File: src/rtl/demux_1ton_reg_pkg.sv
// demux_pkg: shared helpers for the registered 1:N demultiplexer.
//   sel_w(n)      : select width for n channels ($clog2(n), never below 1)
//   DEMUX_IDLE    : inactive level for strobes and reset values
//   DEMUX_SLOT_T  : macro yielding the per-channel slot record {valid, data}
//                   for a given data width (packages cannot hold
//                   parametrised types)
// Optional feature macro used elsewhere in the slice: DEMUX_ERR_EN.

`ifndef DEMUX_PKG_SV
`define DEMUX_PKG_SV

`define DEMUX_SLOT_T(W) struct packed { logic valid; logic [(W)-1:0] data; }

package demux_pkg;

  localparam logic DEMUX_IDLE = '0;

  function automatic int sel_w(input int n);
    return (n <= 2) ? 1 : $clog2(n);
  endfunction

endpackage

`endif

File: src/rtl/demux_1ton_reg_if.sv
// demux_1ton_reg_if: upstream word/select handshake plus the per-channel
// output slots of demux_1ton_reg.
//   inData/inSel/inValid : source word, destination, qualifier
//   outReady             : block accepts (or drops) the word this cycle
//   outData/outValid     : channel k data at [k*DATA_W +: DATA_W]
//   inChReady            : per-channel downstream ready
//   outErr/outErrSel     : sticky out-of-range flag and captured select
//                          (present only with DEMUX_ERR_EN defined)
// master = source/consumer side, slave = demux side.

interface demux_1ton_reg_if
  import demux_pkg::*;
#(
  parameter int DATA_W = 8,
  parameter int N_CH   = 4
);
  localparam int SEL_W = sel_w(N_CH);

  logic [DATA_W-1:0]      inData;
  logic [SEL_W-1:0]       inSel;
  logic                   inValid;
  logic                   outReady;
  logic [N_CH*DATA_W-1:0] outData;
  logic [N_CH-1:0]        outValid;
  logic [N_CH-1:0]        inChReady;
`ifdef DEMUX_ERR_EN
  logic                   outErr;
  logic [SEL_W-1:0]       outErrSel;

  modport master (
    output inData, inSel, inValid, inChReady,
    input  outReady, outData, outValid, outErr, outErrSel
  );
  modport slave (
    input  inData, inSel, inValid, inChReady,
    output outReady, outData, outValid, outErr, outErrSel
  );
`else
  modport master (
    output inData, inSel, inValid, inChReady,
    input  outReady, outData, outValid
  );
  modport slave (
    input  inData, inSel, inValid, inChReady,
    output outReady, outData, outValid
  );
`endif

endinterface

File: src/rtl/demux_1ton_reg_slot.sv
// demux_slot: 1-deep register stage for one demux output channel.
//   clk, rst_n  : clock, synchronous active-low reset
//   wr, wdata   : load a new word at the next edge
//   rd_ready    : downstream takes the held word this cycle
//   valid, data : held word; data keeps its last value after a drain
//   can_accept  : slot is empty or draining this cycle

module demux_slot
  import demux_pkg::*;
#(
  parameter int DATA_W = 8
) (
  input  logic              clk,
  input  logic              rst_n,
  input  logic              wr,
  input  logic [DATA_W-1:0] wdata,
  input  logic              rd_ready,
  output logic              valid,
  output logic [DATA_W-1:0] data,
  output logic              can_accept
);

  typedef `DEMUX_SLOT_T(DATA_W) slot_t;

  slot_t slot_q, slot_d;

  // A write in the same cycle as a drain wins, so valid stays high.
  always_comb begin
    slot_d = slot_q;
    if (slot_q.valid && rd_ready) slot_d.valid = DEMUX_IDLE;
    if (wr) begin
      slot_d.valid = 1'b1;
      slot_d.data  = wdata;
    end
  end

  always_ff @(posedge clk) begin
    if (!rst_n) slot_q <= '0;
    else        slot_q <= slot_d;
  end

  assign valid      = slot_q.valid;
  assign data       = slot_q.data;
  assign can_accept = ~slot_q.valid | rd_ready;

endmodule

File: src/rtl/demux_1ton_reg.sv
// demux_1ton_reg: registered 1:N demultiplexer with valid/ready flow control.
// Routes a DATA_W-bit word to one of N_CH one-deep channel slots chosen by
// inSel; a stalled channel never blocks traffic to the other channels.
//   inClock : rising-edge clock
//   inReset : synchronous active-low reset
//   bus     : demux_1ton_reg_if slave modport (word, select, handshakes,
//             per-channel slots; outErr/outErrSel with DEMUX_ERR_EN)
// Build option DEMUX_ERR_EN: adds a sticky flag and captured select for
// the first accepted out-of-range word. Without it such words are dropped
// silently.

module demux_1ton_reg
  import demux_pkg::*;
#(
  parameter int DATA_W = 8,
  parameter int N_CH   = 4
) (
  input  logic            inClock,
  input  logic            inReset,
  demux_1ton_reg_if.slave bus
);

  localparam int SEL_W = sel_w(N_CH);
  localparam logic [SEL_W:0] N_CH_EXT = (SEL_W+1)'(N_CH);

  logic                   sel_ok;
  logic                   ready;
  logic                   xfer;
  logic [N_CH-1:0]        wr;
  logic [N_CH-1:0]        can_accept;
  logic [N_CH-1:0]        slot_valid;
  logic [DATA_W-1:0]      slot_data [N_CH];
  logic [N_CH*DATA_W-1:0] data_flat;

  // Out-of-range selects are always accepted, and then dropped.
  always_comb begin
    sel_ok = ({1'b0, bus.inSel} < N_CH_EXT);
    ready  = 1'b1;
    if (sel_ok) begin
      for (int unsigned k = 0; k < N_CH; k++) begin
        if (bus.inSel == SEL_W'(k)) ready = can_accept[k];
      end
    end
    xfer = bus.inValid & ready;
    wr   = {N_CH{DEMUX_IDLE}};
    for (int unsigned k = 0; k < N_CH; k++) begin
      if (xfer && sel_ok && bus.inSel == SEL_W'(k)) wr[k] = 1'b1;
    end
    data_flat = '0;
    for (int unsigned k = 0; k < N_CH; k++) begin
      data_flat[k*DATA_W +: DATA_W] = slot_data[k];
    end
  end

  for (genvar k = 0; k < N_CH; k++) begin : g_slot
    demux_slot #(.DATA_W(DATA_W)) u_slot (
      .clk        (inClock),
      .rst_n      (inReset),
      .wr         (wr[k]),
      .wdata      (bus.inData),
      .rd_ready   (bus.inChReady[k]),
      .valid      (slot_valid[k]),
      .data       (slot_data[k]),
      .can_accept (can_accept[k])
    );
  end

  assign bus.outReady = ready;
  assign bus.outData  = data_flat;
  assign bus.outValid = slot_valid;

`ifdef DEMUX_ERR_EN
  logic             err_q, err_d;
  logic [SEL_W-1:0] err_sel_q, err_sel_d;

  // Only the first offending select is kept; later ones leave it alone.
  always_comb begin
    err_d     = err_q;
    err_sel_d = err_sel_q;
    if (xfer && !sel_ok && !err_q) begin
      err_d     = 1'b1;
      err_sel_d = bus.inSel;
    end
  end

  always_ff @(posedge inClock) begin
    if (!inReset) begin
      err_q     <= DEMUX_IDLE;
      err_sel_q <= '0;
    end else begin
      err_q     <= err_d;
      err_sel_q <= err_sel_d;
    end
  end

  assign bus.outErr    = err_q;
  assign bus.outErrSel = err_sel_q;
`endif

endmodule

File: src/flat_wrapper.sv
// flat-port wrapper written by rule: the top's interface ports become plain ports
module demux_1ton_reg_flat import demux_pkg::*;
#(
  parameter int DATA_W = 8,
  parameter int N_CH   = 4
)
  (inClock, inReset, bus_inData, bus_inSel, bus_inValid, bus_inChReady, bus_outReady, bus_outData, bus_outValid);
  demux_1ton_reg_if #(.DATA_W(DATA_W), .N_CH(N_CH)) bus_i ();
  input  logic inClock;
  input  logic inReset;
  input wire logic [$bits(bus_i.inData)-1:0] bus_inData;
  input wire logic [$bits(bus_i.inSel)-1:0] bus_inSel;
  input wire logic [$bits(bus_i.inValid)-1:0] bus_inValid;
  input wire logic [$bits(bus_i.inChReady)-1:0] bus_inChReady;
  output wire logic [$bits(bus_i.outReady)-1:0] bus_outReady;
  output wire logic [$bits(bus_i.outData)-1:0] bus_outData;
  output wire logic [$bits(bus_i.outValid)-1:0] bus_outValid;
  assign bus_i.inData = bus_inData;
  assign bus_i.inSel = bus_inSel;
  assign bus_i.inValid = bus_inValid;
  assign bus_i.inChReady = bus_inChReady;
  assign bus_outReady = bus_i.outReady;
  assign bus_outData = bus_i.outData;
  assign bus_outValid = bus_i.outValid;
  demux_1ton_reg #(.DATA_W(DATA_W), .N_CH(N_CH)) u_core (.inClock(inClock), .inReset(inReset), .bus(bus_i));
endmodule
File: config.mk
export PLATFORM = sky130hd
export DESIGN_NAME = demux_1ton_reg_flat
export DESIGN_NICKNAME = d
export VERILOG_FILES = /design/src/rtl/demux_1ton_reg_pkg.sv /design/src/rtl/demux_1ton_reg_if.sv /design/src/rtl/demux_1ton_reg_slot.sv /design/src/rtl/demux_1ton_reg.sv /design/src/flat_wrapper.sv
export SDC_FILE = /design/constraint.sdc
export NUM_CORES = 1
export LEC_CHECK = 0
export BUFFER_PORTS_ARGS = -buffer_cell sky130_fd_sc_hd__buf_2
export CORE_MARGIN = 10
export CORE_UTILIZATION = 45
export CTS_BUF_LIST = sky130_fd_sc_hd__clkbuf_2
export CTS_CLUSTER_SIZE = 24
export DETAILED_ROUTE_END_ITERATION = 12
export HOLD_SLACK_MARGIN = 0.08
export MAX_ROUTING_LAYER = met4
export PLACE_DENSITY = 0.74
export SLEW_MARGIN = 20
export SYNTH_ARGS = -nofsm -noshare
export SYNTH_HDL_FRONTEND = slang
export SYNTH_SLANG_ARGS = --single-unit
File: constraint.sdc
create_clock -name inClock -period 3 [get_ports inClock]
set_clock_uncertainty 0.05 [all_clocks]
set_input_delay 0.3 -clock inClock [delete_from_list [all_inputs] [get_ports inClock]]
set_output_delay 0.3 -clock inClock [all_outputs]
set_load 0.005 [all_outputs]
# ---- Yosys cells after proc, flatten, opt, wreduce, memory -nomap -nowiden
# Index checks and enable logic that the tools add are counted.
# Widths: inputs -> output; s select.
dict set report word_totals {
  elab_cells 49
  register_bits 36
  output_inout_bits 37
}
dict set report classes {
  n_reduce_logical 13
  muxes 16
  n_eq_ne 3
  n_bitwise 9
}
# operator count
set op_table {}
lappend op_table {{$mux 9} 4}
lappend op_table {{$mux 1} 12}
lappend op_table {{$logic_and 1x1->1} 8}
lappend op_table {{$reduce_bool 2->1} 4}
lappend op_table {{$eq 2x2->1 const B} 2}
lappend op_table {{$not 1->1} 4}
lappend op_table {{$or 1x1->1} 4}
lappend op_table {{$eq 2x1->1 const B} 1}
lappend op_table {{$logic_not 2->1} 1}
lappend op_table {{$and 1x1->1} 1}

# ---- Depth between registers and ports, before layout
# Gate-level depths: netlist (run 1).
dict set report depth {
  word_depth 10
  ltp_mapped 5
}

# ---- By module
# From an unflattened synthesis (run 1), not the netlist that was laid out.
dict set report unflattened {
  cells_unflattened 121
  area_unflattened_um2 1423.9
}
# mod n_inst area_per_inst_um2 seq_area_each_um2 cells_per_inst
set by_module_without_submodules {}
lappend by_module_without_submodules {demux_slot 4 339.1 180.2 29}
lappend by_module_without_submodules {demux_1ton_reg 1 67.6 0.0 5}

# ---- Worst setup path before layout (run 1)
# Ideal clock, no wire load.
dict set report synth_timing {
  path_kind {input-to-output}
  from {input port bus_inSel[1]}
  to {output port bus_outReady}
  setup_slack_ns 1.672
  arrival_time_ns 0.978
  path_buffers 1
  path_stages 2
  required_ns 2.650
  path_cell_list {buf_2 -> mux4_2}
}
dict set report synth_between {
  elab_chain_len 5
  elab_cells_between_ends 8
  classes_between {3 x eq/ne; 4 x mux; 1 x reduce/logical}
}
# item line
set synth_rtl {}
lappend synth_rtl {{start: declaration} flat_wrapper.sv:12} ;# input wire logic [$bits(bus_i.inSel)-1:0] bus_inSel;
lappend synth_rtl {{$logic_not 2->1} demux_1ton_reg.sv:41} ;# if (bus.inSel == SEL_W'(k)) ready = can_accept[k];
lappend synth_rtl {{$mux 1 (3 in a row)} demux_1ton_reg.sv:41}
lappend synth_rtl {{$mux 1 *} demux_1ton_reg.sv:41}
lappend synth_rtl {{end: declaration} flat_wrapper.sv:15} ;# output wire logic [$bits(bus_i.outReady)-1:0] bus_outReady;
# Every way passes the cells marked *; elsewhere a longest branch is shown, timed or not.

# ---- Final worst setup path (run 1)
dict set report layout_timing {
  from {register u_core.g_slot[1].u_slot.slot_q, in the netlist u_core.g_slot[1].u_slot.valid}
  to {output port bus_outReady}
}
dict set report layout_between {
  elab_chain_len 5
}
# item line
set layout_rtl {}
lappend layout_rtl {{start: declaration} demux_1ton_reg_slot.sv:25} ;# slot_t slot_q, slot_d;
lappend layout_rtl {{start signal: assignment} demux_1ton_reg_slot.sv:39} ;# else slot_q <= slot_d;
lappend layout_rtl {{$not 1->1} demux_1ton_reg_slot.sv:44} ;# assign can_accept = ~slot_q.valid | rd_ready;
lappend layout_rtl {{$or 1x1->1} demux_1ton_reg_slot.sv:44}
lappend layout_rtl {{$mux 1 (3 in a row)} demux_1ton_reg.sv:41}
# Every way passes these cells.

==> results of run 1 <==
[registers in the layout, indices dropped and copies added (netlist names)]
name,count
u_core.g_slot.u_slot.data,32
u_core.g_slot.u_slot.valid,4
[final cells by class]
| cell class | instances | area share, % |
|---|---|---|
| clock buffer | 5 | 1.45 |
| timing repair buffer | 53 | 15.3 |
| multi-input combinational | 92 | 36.3 |
| tap | 44 | 3.18 |
| clock inverter | 3 | 2.17 |
| sequential | 36 | 41.6 |
[per-layer routing]
layer | vias up | global-route usage [%] | part of all wire [%]
met2 | 37 | 21.3 | 52
li1 | 554 | - | -
met5 | - | - | 0
met4 | 0 | 3.90 | 1.1
met3 | 7 | 4.95 | 4.9
met1 | 516 | 12.3 | 42
[kinds of logic (layout without fill, tap and decap cells)]
group                  Yosys count  in the layout  share of synthesized area, %
and+or+nand+nor                 55             55                          18.1
DFF                             36             36                          51.0
muxes                           33             33                          24.2
buffers and inverters           12             61                          4.60
AOI/OAI and AO/OA                4              4                          2.12
[worst max-delay path, stage by stage (launching register included)]
cell      delay (ns)
dfxtp_1         0.40
nand2b_1        0.08
mux4_2          0.46
buf_2           0.14
[synthesized netlist by cell type, types with 2 or more instances]
cell       n  area share (%)
nor2b_1    4             1.8
buf_2      4             1.4
buf_4      4             2.1
o21a_1     2             1.1
mux2i_1   32              23
a21boi_0   2             1.1
clkbuf_1   4             1.1
dfxtp_1   36              51
nand2_1   41              11
nand2b_1   4             1.8
[metrics by stage]
stage	setup WS (ns)	instance area, um^2	utilization (%)	total power (uW)	cells
2_1_floorplan	1.67	1410	-	565	140
3_3_place_gp	1.25	1670	55.1	597	225
3_5_place_dp	1.19	1670	55.1	601	225
4_1_cts	1.18	1730	57.2	888	233
5_1_grt	1.13	1730	57.2	929	233
6_report	1.19	1730	57.2	879	233
[how the worst min path moves through the flow]
stage                                                from                               to  slack [ns]
after floorplan           u_core.g_slot[1].u_slot.data[0]  u_core.g_slot[1].u_slot.data[0]        0.40
after global routing                        bus_inData[1]  u_core.g_slot[0].u_slot.data[1]        0.16
after global placement    u_core.g_slot[3].u_slot.data[3]  u_core.g_slot[3].u_slot.data[3]        0.39
after detailed placement  u_core.g_slot[2].u_slot.data[2]  u_core.g_slot[2].u_slot.data[2]        0.40
final                                       bus_inData[1]  u_core.g_slot[0].u_slot.data[1]        0.19
after CTS                                bus_inChReady[0]    u_core.g_slot[0].u_slot.valid        0.18
[power by group through the flow]
stage                     Clock [uW]  Combinational (uW)  Sequential [uW]
after floorplan                    0                50.3              515
after global placement             0                84.4              513
after detailed placement           0                86.4              514
after CTS                        297                86.9              504
after global routing             328                94.6              506
final                            290                84.6              504
==> out/results.ini, run 1 <==
[status]
status=complete, no violations

[cells_and_area]
areaGrowthSynthToFinish_pct=22.5
seq_area_um2=721
layout_common_cells=buf_2, nand2_1, dfxtp_1
layout-drive-gt1-share_pct=33.3
final_common_cell=buf_2
nets=205
nFillCells=299
multiInputGateArea_um2=628
num_antenna_cells=0

[cts]
tritoncts.num_buffers=5
cts-resized-gates=0
worstSkewPairLatency_ns=0.36
clkTransAtPathRegs_ns=0.18
cts_tree=yes
cts_root_buffer=clkbuf_2
cts.path.max_buffers=2
post-cts-setup-buffers=0
htreeDepth=2
clock_sinks=36
cts_hold_buffers=0

[floorplanning]
die_y_um=76.1
fp.dieW_um=76.1
ioPinCount=54
start_util_pct=46.7
core_um2=3030
die_area_um2=5780
num_rows=20

[power]
max-vdd-ir-drop_mv=0.344
p_int_uw=670
pwr_density_cell_nw_per_um2=508
pwr-share-comb_pct=9.6
clkPwrFrac_pct=33.0
leakage_uw=0.000817
p_seq_share_pct=57.4
p_switching_uw=209
switching_share_pct=23.8

[synth]
synth_cell_types=17
syn-cell-area_um2=1410
synthFlopType=dfxtp_1
synth-async-reset-ratio_pct=0
syn_avg_cell_area_um2=10.1
syn_nets=157
ys_seq_area_share_pct=51.0
syn_inst=140
synth-seq-cells=36
synth_edf_count=0
ys_warn_count=0

[place]
io_buffers=53
routabilityCongestion=0.696
dp_hpwl_mm=2.60

[sta]
setup_tns_ns=0
period_share_pct=60.2
max_freq_mhz=554
rsz0062_at_grt=no
relSlewSlack_pct=34.5
setup_violations=0
min_period_ns=1.81
maxSlewViolCount=0
hold_viol_final=0
max_slew.worst_pin.slew_ns=0.980
holdWs_ns=0.186

[critical_path]
critical_path_arrival_ns=1.46
crit_end=bus_outReady
reg2reg_slack_ns=1.39
crit_fanout=3
timing.rr.end=u_core.g_slot[2].u_slot.data[6]
end_kind=primary output
cp_data_required_time_ns=2.65
worst_setup_path_start_kind=flop
worst_r2r_path_depth=3
timing.rr.start=u_core.g_slot[2].u_slot.valid
critPathKind=flop to primary output
crit_start=u_core.g_slot[1].u_slot.valid

[detailed_routing]
totalWireLength_mm=3.42
drt_iter0_markers=49
drc=0
wire_per_inst_um=14.7
via_count=1114
postRouteAntennaNets=0
vias_per_cell=4.78
firstDrtPassIters=4

[worst_hold_path]
hold_depth=3
holdCritPathClass=primary input to flop

[grt]
grt_pass1_wl_mm=5.60
antenna_found_initial=0
grt_pass1_vias=1207
grt_max_degree=45
gr-total-overflow=0
grt_usage_pct=12.2

[run]
drv_cap=0

Note: power is estimated with default switching activity, not from simulation.
==> run 2: changes to the inputs <==
- PLACE_DENSITY: 0.74 -> 0.77
- clock period: 3 -> 1.48 ns (I/O delays scaled with it)
==> out/results.ini, run 2 (synthesis results as in run 1) <==
[cells_and_area]
fin_area_um2=1960
final_common_cell=buf_2
multiInputGateArea_um2=634
layout_common_cells=buf_2, nand2_1, dfxtp_1
largest_register_ffs=32
seq_area_um2=724
areaGrowthSynthToFinish_pct=38.6
num_antenna_cells=0
nFillCells=256
layout-drive-gt1-share_pct=34.3
nets=226
final_core_util_pct=64.7
instances_no_fill=254

[place]
dp_hpwl_mm=2.53
placed_area_um2=1710
io_buffers=53
placed_cells_incl_taps=229
routabilityCongestion=0.723

[detailed_routing]
drt_iter0_markers=39
via_count=1205
vias_per_cell=4.74
postRouteAntennaNets=0
firstDrtPassIters=4
totalWireLength_mm=3.89
wire_per_inst_um=15.3
drc=0

[sta]
setup_violations=1
holdWs_ns=0.104
rsz0062_at_grt=yes
relSlewSlack_pct=74.6
hold_viol_final=0
max_freq_mhz=609
max_slew.worst_pin.slew_ns=0.381
min_period_ns=1.64
maxSlewViolCount=0
fin_ws_ns=-0.163
period_share_pct=111

[power]
p_int_uw=1400
clkPwrFrac_pct=33.4
leakage_uw=0.000916
p_switching_uw=465
pwr_density_cell_nw_per_um2=954
p_seq_share_pct=54.8
switching_share_pct=24.9
pwr-share-comb_pct=11.9
max-vdd-ir-drop_mv=0.565

[cts]
htreeDepth=2
cts_root_buffer=clkbuf_2
clock_sinks=36
worstSkewPairLatency_ns=0.38
cts_tree=yes
clkTransAtPathRegs_ns=0.19
tritoncts.num_buffers=5
cts.path.max_buffers=2

[grt]
antenna_found_initial=0
gr-total-overflow=0
grt_pass1_vias=1256
grt_max_degree=26
grt_usage_pct=13.1
grt_pass1_wl_mm=6.04

[floorplanning]
num_rows=20
core_um2=3030
fp.dieW_um=76.1
die_area_um2=5780
ioPinCount=54
start_util_pct=46.7
die_y_um=76.1

[run]
drv_cap=0

[worst_hold_path]
holdCritPathClass=primary input to flop
hold_depth=2

[critical_path]
crit_fanout=3
cp_slowest_stage_delay_ns=0.47
worst_r2r_path_depth=3
critical_path_arrival_ns=1.45
critPathKind=flop to primary output
reg2reg_slack_ns=0.15
crit_slowest_cell=mux4_2
crit_chain=nand2b_1, mux4_2, buf_2
end_kind=primary output
worst_setup_path_start_kind=flop
cp_data_required_time_ns=1.28

[status]
violations=negative setup slack
status=finished with violations

==> run 2: power groups by stage <==
stage	Combinational, uW	Sequential, uW	Clock (uW)
floorplan	102	1040	0
global placement	180	1040	0
detailed placement	186	1040	0
CTS	218	1020	635
global route	242	1030	666
finish	222	1020	623
==> run 2: layout make-up <==
class                   instances  area share [%]
clock buffers                   5            1.28
clock inverters                 3            2.17
multi-input cells              92            32.4
flip-flops and latches         36            37.0
well taps                      44            2.81
repair buffers                 74            24.4
==> run 2: per-layer routing <==
| metal | routed length [um] | part of all wire, % | track usage, % |
|---|---|---|---|
| met1 | 1720 | 44 | 14.6 |
| met2 | 1920 | 49 | 21.3 |
| met3 | 196 | 5.0 | 4.01 |
| met4 | 57 | 1.5 | 5.58 |
| met5 | 0 | 0 | - |
==> run 2: what timing repair did <==
item,4_1_cts,5_1_grt
hold buffers,17,0
hold endpoints to repair,36,0
resized for setup,1,3
endpoints found under the setup margin,1,2
buffers inserted,0,0
pin swaps,0,1
==> run 2: worst max-delay path, delay by kind of cell, from the launching register on <==
family                 cells  cell delay [ns]
DFF                        1             0.37
buffers and inverters      1             0.14
and+or+nand+nor            1             0.08
muxes                      1             0.47
==> run 2: path summary, 6_finish.rpt <==
check	from	to
worst max-delay path	u_core.g_slot[3].u_slot.valid	bus_outReady
worst min-delay path	inReset	u_core.g_slot[1].u_slot.valid
worst max register to register	u_core.g_slot[0].u_slot.valid	u_core.g_slot[0].u_slot.valid
worst min register to register	u_core.g_slot[2].u_slot.data[2]	u_core.g_slot[2].u_slot.data[2]
==> run 2: stage by stage <==
step	setup TNS, ns	setup slack, ns	total power [uW]
2_1_floorplan	0	0.310	1150
3_3_place_gp	0	0.294	1220
4_1_cts	-0.187	-0.187	1880
5_1_grt	-0.221	-0.221	1940
6_report	-0.163	-0.163	1870
3_5_place_dp	0	0.263	1230
